<file path="src/rtl/board_pkg.sv">
// Board types, figure codes, FSM states and start position.
// Square index is {row[5:3], col[2:0]}; row 0 is the black back rank.
package board_pkg;

  typedef logic [3:0] fig_code_t;

  localparam fig_code_t EMPTY   = 4'h0;
  localparam fig_code_t P_WHITE = 4'h1;
  localparam fig_code_t N_WHITE = 4'h2;
  localparam fig_code_t B_WHITE = 4'h3;
  localparam fig_code_t R_WHITE = 4'h4;
  localparam fig_code_t Q_WHITE = 4'h5;
  localparam fig_code_t K_WHITE = 4'h6;
  localparam fig_code_t P_BLACK = 4'h9;
  localparam fig_code_t N_BLACK = 4'hA;
  localparam fig_code_t B_BLACK = 4'hB;
  localparam fig_code_t R_BLACK = 4'hC;
  localparam fig_code_t Q_BLACK = 4'hD;
  localparam fig_code_t K_BLACK = 4'hE;

  typedef enum logic [1:0] {
    IDLE,
    HELD,
    COMMIT
  } board_state_t;

  localparam fig_code_t INIT_BOARD [64] = '{
    R_BLACK, N_BLACK, B_BLACK, Q_BLACK,
    K_BLACK, B_BLACK, N_BLACK, R_BLACK,
    P_BLACK, P_BLACK, P_BLACK, P_BLACK,
    P_BLACK, P_BLACK, P_BLACK, P_BLACK,
    EMPTY, EMPTY, EMPTY, EMPTY,
    EMPTY, EMPTY, EMPTY, EMPTY,
    EMPTY, EMPTY, EMPTY, EMPTY,
    EMPTY, EMPTY, EMPTY, EMPTY,
    EMPTY, EMPTY, EMPTY, EMPTY,
    EMPTY, EMPTY, EMPTY, EMPTY,
    EMPTY, EMPTY, EMPTY, EMPTY,
    EMPTY, EMPTY, EMPTY, EMPTY,
    P_WHITE, P_WHITE, P_WHITE, P_WHITE,
    P_WHITE, P_WHITE, P_WHITE, P_WHITE,
    R_WHITE, N_WHITE, B_WHITE, Q_WHITE,
    K_WHITE, B_WHITE, N_WHITE, R_WHITE
  };

endpackage

</file>
<file path="src/rtl/board_ctl_click_sync.sv">
// Button synchronizer and rising-edge detector.
// Ports: clk, rst, btn (async level in), click (1-cycle pulse).
module click_sync (
  input  logic clk,
  input  logic rst,
  input  logic btn,
  output logic click
);

  logic s1;
  logic s2;
  logic s2_q;

  always_ff @(posedge clk or posedge rst) begin
    if (rst) begin
      s1    <= 1'b0;
      s2    <= 1'b0;
      s2_q  <= 1'b0;
      click <= 1'b0;
    end else begin
      s1    <= btn;
      s2    <= s1;
      s2_q  <= s2;
      click <= s2 & ~s2_q;
    end
  end

endmodule

</file>
<file path="src/rtl/board_ctl.sv">
// Board state owner: click-driven pick-up/drop moves, vblank-only writes.
// Ports: clk, rst, mouse_xpos/ypos/left, vblank, figure_xy -> figure_code; held, held_xy, held_code, move_done.
module board_ctl
  import board_pkg::*;
#(
  parameter int BOARD_X0 = 256,
  parameter int BOARD_Y0 = 128,
  parameter int SQ_LOG2  = 6
) (
  input  logic        clk,
  input  logic        rst,
  input  logic [11:0] mouse_xpos,
  input  logic [11:0] mouse_ypos,
  input  logic        mouse_left,
  input  logic        vblank,
  input  logic [5:0]  figure_xy,
  output logic [3:0]  figure_code,
  output logic        held,
  output logic [5:0]  held_xy,
  output logic [3:0]  held_code,
  output logic        move_done
);

  localparam logic [11:0] X0 = 12'(BOARD_X0);
  localparam logic [11:0] Y0 = 12'(BOARD_Y0);
  localparam logic [11:0] X1 = 12'(BOARD_X0 + (8 << SQ_LOG2));
  localparam logic [11:0] Y1 = 12'(BOARD_Y0 + (8 << SQ_LOG2));

  fig_code_t    board [64];
  board_state_t state, state_n;
  logic         click;
  logic         in_board;
  logic [11:0]  dx, dy;
  logic [5:0]   sq;
  fig_code_t    sq_code;
  logic [5:0]   dst, dst_n;
  logic [5:0]   hxy_n;
  fig_code_t    hc_n;
  logic         held_n, md_n, wr;

  click_sync u_sync (
    .clk   (clk),
    .rst   (rst),
    .btn   (mouse_left),
    .click (click)
  );

  assign in_board = (mouse_xpos >= X0) && (mouse_xpos < X1)
                 && (mouse_ypos >= Y0) && (mouse_ypos < Y1);
  assign dx      = mouse_xpos - X0;
  assign dy      = mouse_ypos - Y0;
  assign sq      = {3'(dy >> SQ_LOG2), 3'(dx >> SQ_LOG2)};
  assign sq_code = board[sq];

  always_comb begin
    state_n = state;
    held_n  = held;
    hxy_n   = held_xy;
    hc_n    = held_code;
    dst_n   = dst;
    md_n    = 1'b0;
    wr      = 1'b0;
    unique case (state)
      IDLE: begin
        if (click && in_board && sq_code != EMPTY) begin
          hxy_n   = sq;
          hc_n    = sq_code;
          held_n  = 1'b1;
          state_n = HELD;
        end
      end
      HELD: begin
        if (click) begin
          if (!in_board || sq == held_xy) begin
            held_n  = 1'b0;
            state_n = IDLE;
          end else begin
            dst_n   = sq;
            state_n = COMMIT;
          end
        end
      end
      COMMIT: begin
        if (vblank) begin
          wr      = 1'b1;
          md_n    = 1'b1;
          held_n  = 1'b0;
          state_n = IDLE;
        end
      end
      default: state_n = IDLE;
    endcase
  end

  always_ff @(posedge clk or posedge rst) begin
    if (rst) begin
      state       <= IDLE;
      held        <= 1'b0;
      held_xy     <= '0;
      held_code   <= '0;
      dst         <= '0;
      move_done   <= 1'b0;
      figure_code <= '0;
    end else begin
      state       <= state_n;
      held        <= held_n;
      held_xy     <= hxy_n;
      held_code   <= hc_n;
      dst         <= dst_n;
      move_done   <= md_n;
      figure_code <= board[figure_xy];
    end
  end

  // Source and destination always differ, so both writes land.
  always_ff @(posedge clk or posedge rst) begin
    if (rst) begin
      for (int i = 0; i < 64; i++) begin
        board[i] <= INIT_BOARD[i];
      end
    end else if (wr) begin
      board[dst]     <= held_code;
      board[held_xy] <= EMPTY;
    end
  end

endmodule

</file>
<file path="config.mk">
export PLATFORM = sky130hd
export DESIGN_NAME = board_ctl
export DESIGN_NICKNAME = d
export VERILOG_FILES = /design/src/rtl/board_pkg.sv /design/src/rtl/board_ctl_click_sync.sv /design/src/rtl/board_ctl.sv
export SDC_FILE = /design/constraint.sdc
export NUM_CORES = 1
export LEC_CHECK = 0
export ABC_AREA = 1
export CORE_AREA = 5 5 282 256
export CTS_CLUSTER_DIAMETER = 200
export DETAILED_ROUTE_END_ITERATION = 6
export DIE_AREA = 0 0 287 261
export MAX_ROUTING_LAYER = met4
export PLACE_DENSITY = 0.5
export SLEW_MARGIN = 25
export SYNTH_ARGS = -nofsm -noshare
export SYNTH_HDL_FRONTEND = slang
export SYNTH_HIERARCHICAL = 1
export SYNTH_SLANG_ARGS = --single-unit
</file>
<file path="constraint.sdc">
create_clock -name clk -period 10.3 [get_ports clk]
set_input_delay 2.575 -clock clk [delete_from_list [all_inputs] [get_ports clk]]
set_output_delay 2.575 -clock clk [all_outputs]
set_load 0.005 [all_outputs]
</file>
==> results.md <==
* Status: completed
* Synthesized instance count at 2348
* Wl on met1 at 31400 microns
* Die ar. at 0.07491 sq mm
* Detailed Routing Iterations Pass 1 at 6
* Worst setup EP type: flip-flop
* Crit path buffers/inverters at 4
* XOR/XNOR Fraction of Synth Area at 0.004106
* CTS tree: built
* Setup Skew at 0.02657 ns
* Yosys top cell area share at 0.3343
* Root buffer cell: clkbuf_16
* Leak Pwr at 8.136 nW
* Max cap viols at 0
* Clk slew on worst S/H paths at 0.06 ns
* WL/cell at 21.89 microns
* Global route total overflow at 0
* Clk sinks at 284
* Initial antenna violation count at 1
* Vias at 17374
* Yosys reg bits at 284
* Crit Path Max Fanout at 52
* Max layer used: met4
* Num CTS Buffers at 35
* Post-synthesis compound-gate area fraction at 0.2490
* Number of flops mapped to enable cells by yosys at 0
* Synth top area cells: dfrtp_1 33%, nand2_1 8.7%, dfstp_2 8.6%, nor2_1 8.2%, a211oi_1 7.3%
* Initial cell density of the core at 0.2463
* Tmin final at 5.964 ns
* WL met2 at 30580 microns
* HP Class: flip-flop to flip-flop
* H-Tree Depth at 2
* First-pass GRT wire length at 108100 microns
* Mapped Area at 0.01707 sq mm
* Largest net degree at the start of global routing at 97
* Worst path cell trace: buf_4, clkinv_2, buf_4, nand2_1, o21ai_0, nand2_1, nand3_1, nand3_1, nand2_1, nand2_1, nand2_1, nor2_1, nand2_1, o21ai_2, inv_2, nand2_2, o21ai_0
* Residual DRC count at 0
* Area of the multi-input gates at 0.008339 sq mm
* DR iter-0 viols at 1772
* Post-synthesis mux area share at 0
* Power consumption at 0.002824 W
* Clk buf depth at 3
* FILL cells at 7603
* CP Class: input pin to flip-flop
* Resized Gates After CTS at 0
* Most frequent cell after synthesis: nand2_1
* Synth async-reset ratio at 1.000
* Fmax at 167.7 MHz
* Die Span Y at 261 microns
* Worst path arrival time at 6.39 ns
* Netlist cell types at 37
* Site row count at 92
* P per Cell Area at 145.5 mW/mm^2
* Syn Area/Cell at 7.268 sq um
* Slew @ Worst Pin at 1.109 ns
* DRT antenna net count at 0
* Area leader, netlist: dfrtp_1
* CP top delay family: buffers and inverters
* Synth warn at 6
* Mapped Nets at 2386
* DR WL met3 at 6917 microns
* Crit path largest cell delay at 0.82 ns
* # setup viols final at 0
* Placeable Area at 0.06930 sq mm
* Via density at 5.320
* Critical path startpoint category: input pin
* Sequential-to-total area share from yosys stat at 0.4205
* CP max-delay cell: clkinv_2
* Antenna diodes at 0
* Post-CTS Setup Bufs at 0
* Vias in the first global route at 16654
* PortBufs at 37
* Final worst-path cycle share at 0.5790
* Sequential Area at 0.007177 sq mm
* Share of layout cells above drive strength 1 at 0.07825
* Largest family of logic cells by synthesized area: compound AO/OA/AOI/OAI gates
* Slew margin rel. at 0.2587
* Die W at 287 microns
* RePlAce Congestion at 0.8873
* Area grow syn2layout at 13.71%
* Peak VDD IR at 0.08987 mV
* Req. time, crit path at 10.72 ns
* Primary FF master, synth: dfrtp_1
* GR Util All Layers at 0.1934
* Synth Area in Simple Gates at 0.2317
* DPL Wire Length at 44550 microns
* Post-synthesis adder-cell area fraction at 0.002933
* Final net count at 2338
* Commonest cells post-synth: 396 x nand2_1, 375 x nor2_1, 228 x dfrtp_1
* Top-Level Pins at 50
* Setup TNS at 0 ns
* Endpoints failing hold at 0
* Most frequent cell on the critical path: nand2_1
* WL final at 71510 microns
* Clk_lat worst skew at 0.56 ns
* Hold_buf cts at 0
* RSZ-0062 raised after global routing: false
* Slew Viols, Final at 0
-- per-layer routing --
layer,track usage,vias up
met5,-,-
met4,0.06928,0
met3,0.03838,152
met2,0.2828,915
met1,0.2670,8349
li1,-,7958
-- registers in the layout, indices dropped and copies added, names as in the netlist --
signal and count:
held_xy 6, held 1, dst 6, u_sync/click 1
state 2, board 256, u_sync/s2_q 1, u_sync/s2 1
figure_code 4, u_sync/s1 1, held_code 4, move_done 1
-- final timing paths --
check                                      from                  endpoint  slack (ns)  depth (start not counted)
min in group asynchronous                   rst    u_sync/click$_DFF_PP0_        2.37                          2
hold / removal              u_sync/s1$_DFF_PP0_       u_sync/s2$_DFF_PP0_        0.36                          0
setup / recovery                  mouse_xpos[6]  held_code[3]$_DFFE_PP0P_        4.34                         17
setup reg to reg           state[0]$_DFFE_PP0P_    board[117]$_DFFE_PP0P_        7.42                          8
max in group asynchronous                   rst    board[155]$_DFFE_PP0P_        6.48                          3
hold reg to reg             u_sync/s1$_DFF_PP0_       u_sync/s2$_DFF_PP0_        0.36                          0
-- layout by cell type, fill, tap and decap left out, types with 2 or more instances in the layout --
| cell | n |
|---|---|
| o31ai_1 | 2 |
| clkbuf_1 | 10 |
| nor3_2 | 8 |
| nor2_2 | 2 |
| bufinv_16 | 5 |
| o211ai_2 | 6 |
| inv_1 | 214 |
| a211oi_1 | 165 |
| o32ai_1 | 2 |
| dfrtp_1 | 228 |
| o22ai_1 | 122 |
| buf_2 | 3 |
| nor4_1 | 7 |
| nand4_1 | 3 |
| clkinv_2 | 8 |
| nand3_1 | 147 |
| nand2_2 | 2 |
| o311ai_0 | 9 |
| clkinv_1 | 4 |
| dfstp_2 | 56 |
| o21ai_1 | 14 |
| a221oi_1 | 7 |
| nor3_1 | 28 |
| o221ai_1 | 8 |
| o21ai_0 | 189 |
| xor2_1 | 6 |
| buf_4 | 35 |
| xnor2_1 | 2 |
| ha_1 | 4 |
| inv_2 | 7 |
| o211ai_1 | 22 |
| clkbuf_16 | 37 |
| clkdlybuf4s50_1 | 32 |
| buf_6 | 2 |
| a21oi_1 | 148 |
| nand2_1 | 395 |
| clkbuf_8 | 4 |
| nor2_1 | 375 |
-- cell type report --
class	count	share of cell area
multi-input combinational	1678	0.4297
sequential	284	0.3698
tap	940	0.06061
clock buffer	51	0.05248
inverter	228	0.04462
timing repair buffer	73	0.03301
clock inverter	12	0.009736
-- per-stage QoR --
| stage | instances | util | setup WS, ns | area (sq um) | hold WS (ns) |
|---|---|---|---|---|---|
| 2_1_floorplan | 2348 | - | 0.09549 | 17070 | 0.3312 |
| 3_3_place_gp | 3203 | 0.2623 | 3.866 | 18180 | 0.3397 |
| 3_5_place_dp | 3203 | 0.2624 | 3.863 | 18180 | 0.3458 |
| 4_1_cts | 3266 | 0.2798 | 4.455 | 19390 | 0.3612 |
| 5_1_grt | 3266 | 0.2800 | 4.105 | 19410 | 0.3728 |
| 6_report | 3266 | 0.2800 | 4.336 | 19410 | 0.3554 |
-- kinds of logic after synthesis --
| group | count (synthesis) |
|---|---|
| simple gates | 971 |
| compound gates | 695 |
| buf+inv | 386 |
| flops | 284 |
| xor+xnor | 8 |
| fa+ha+maj | 4 |
-- report_power, final --
group | switching [W] | leakage [nW] | internal [W] | total (W)
Sequential | 0.0000134 | 3.38 | 0.00113 | 0.00114
Combinational | 0.000260 | 4.16 | 0.0000848 | 0.000344
Clock | 0.000526 | 0.595 | 0.000813 | 0.00134
(Power assumes the default switching activity.)
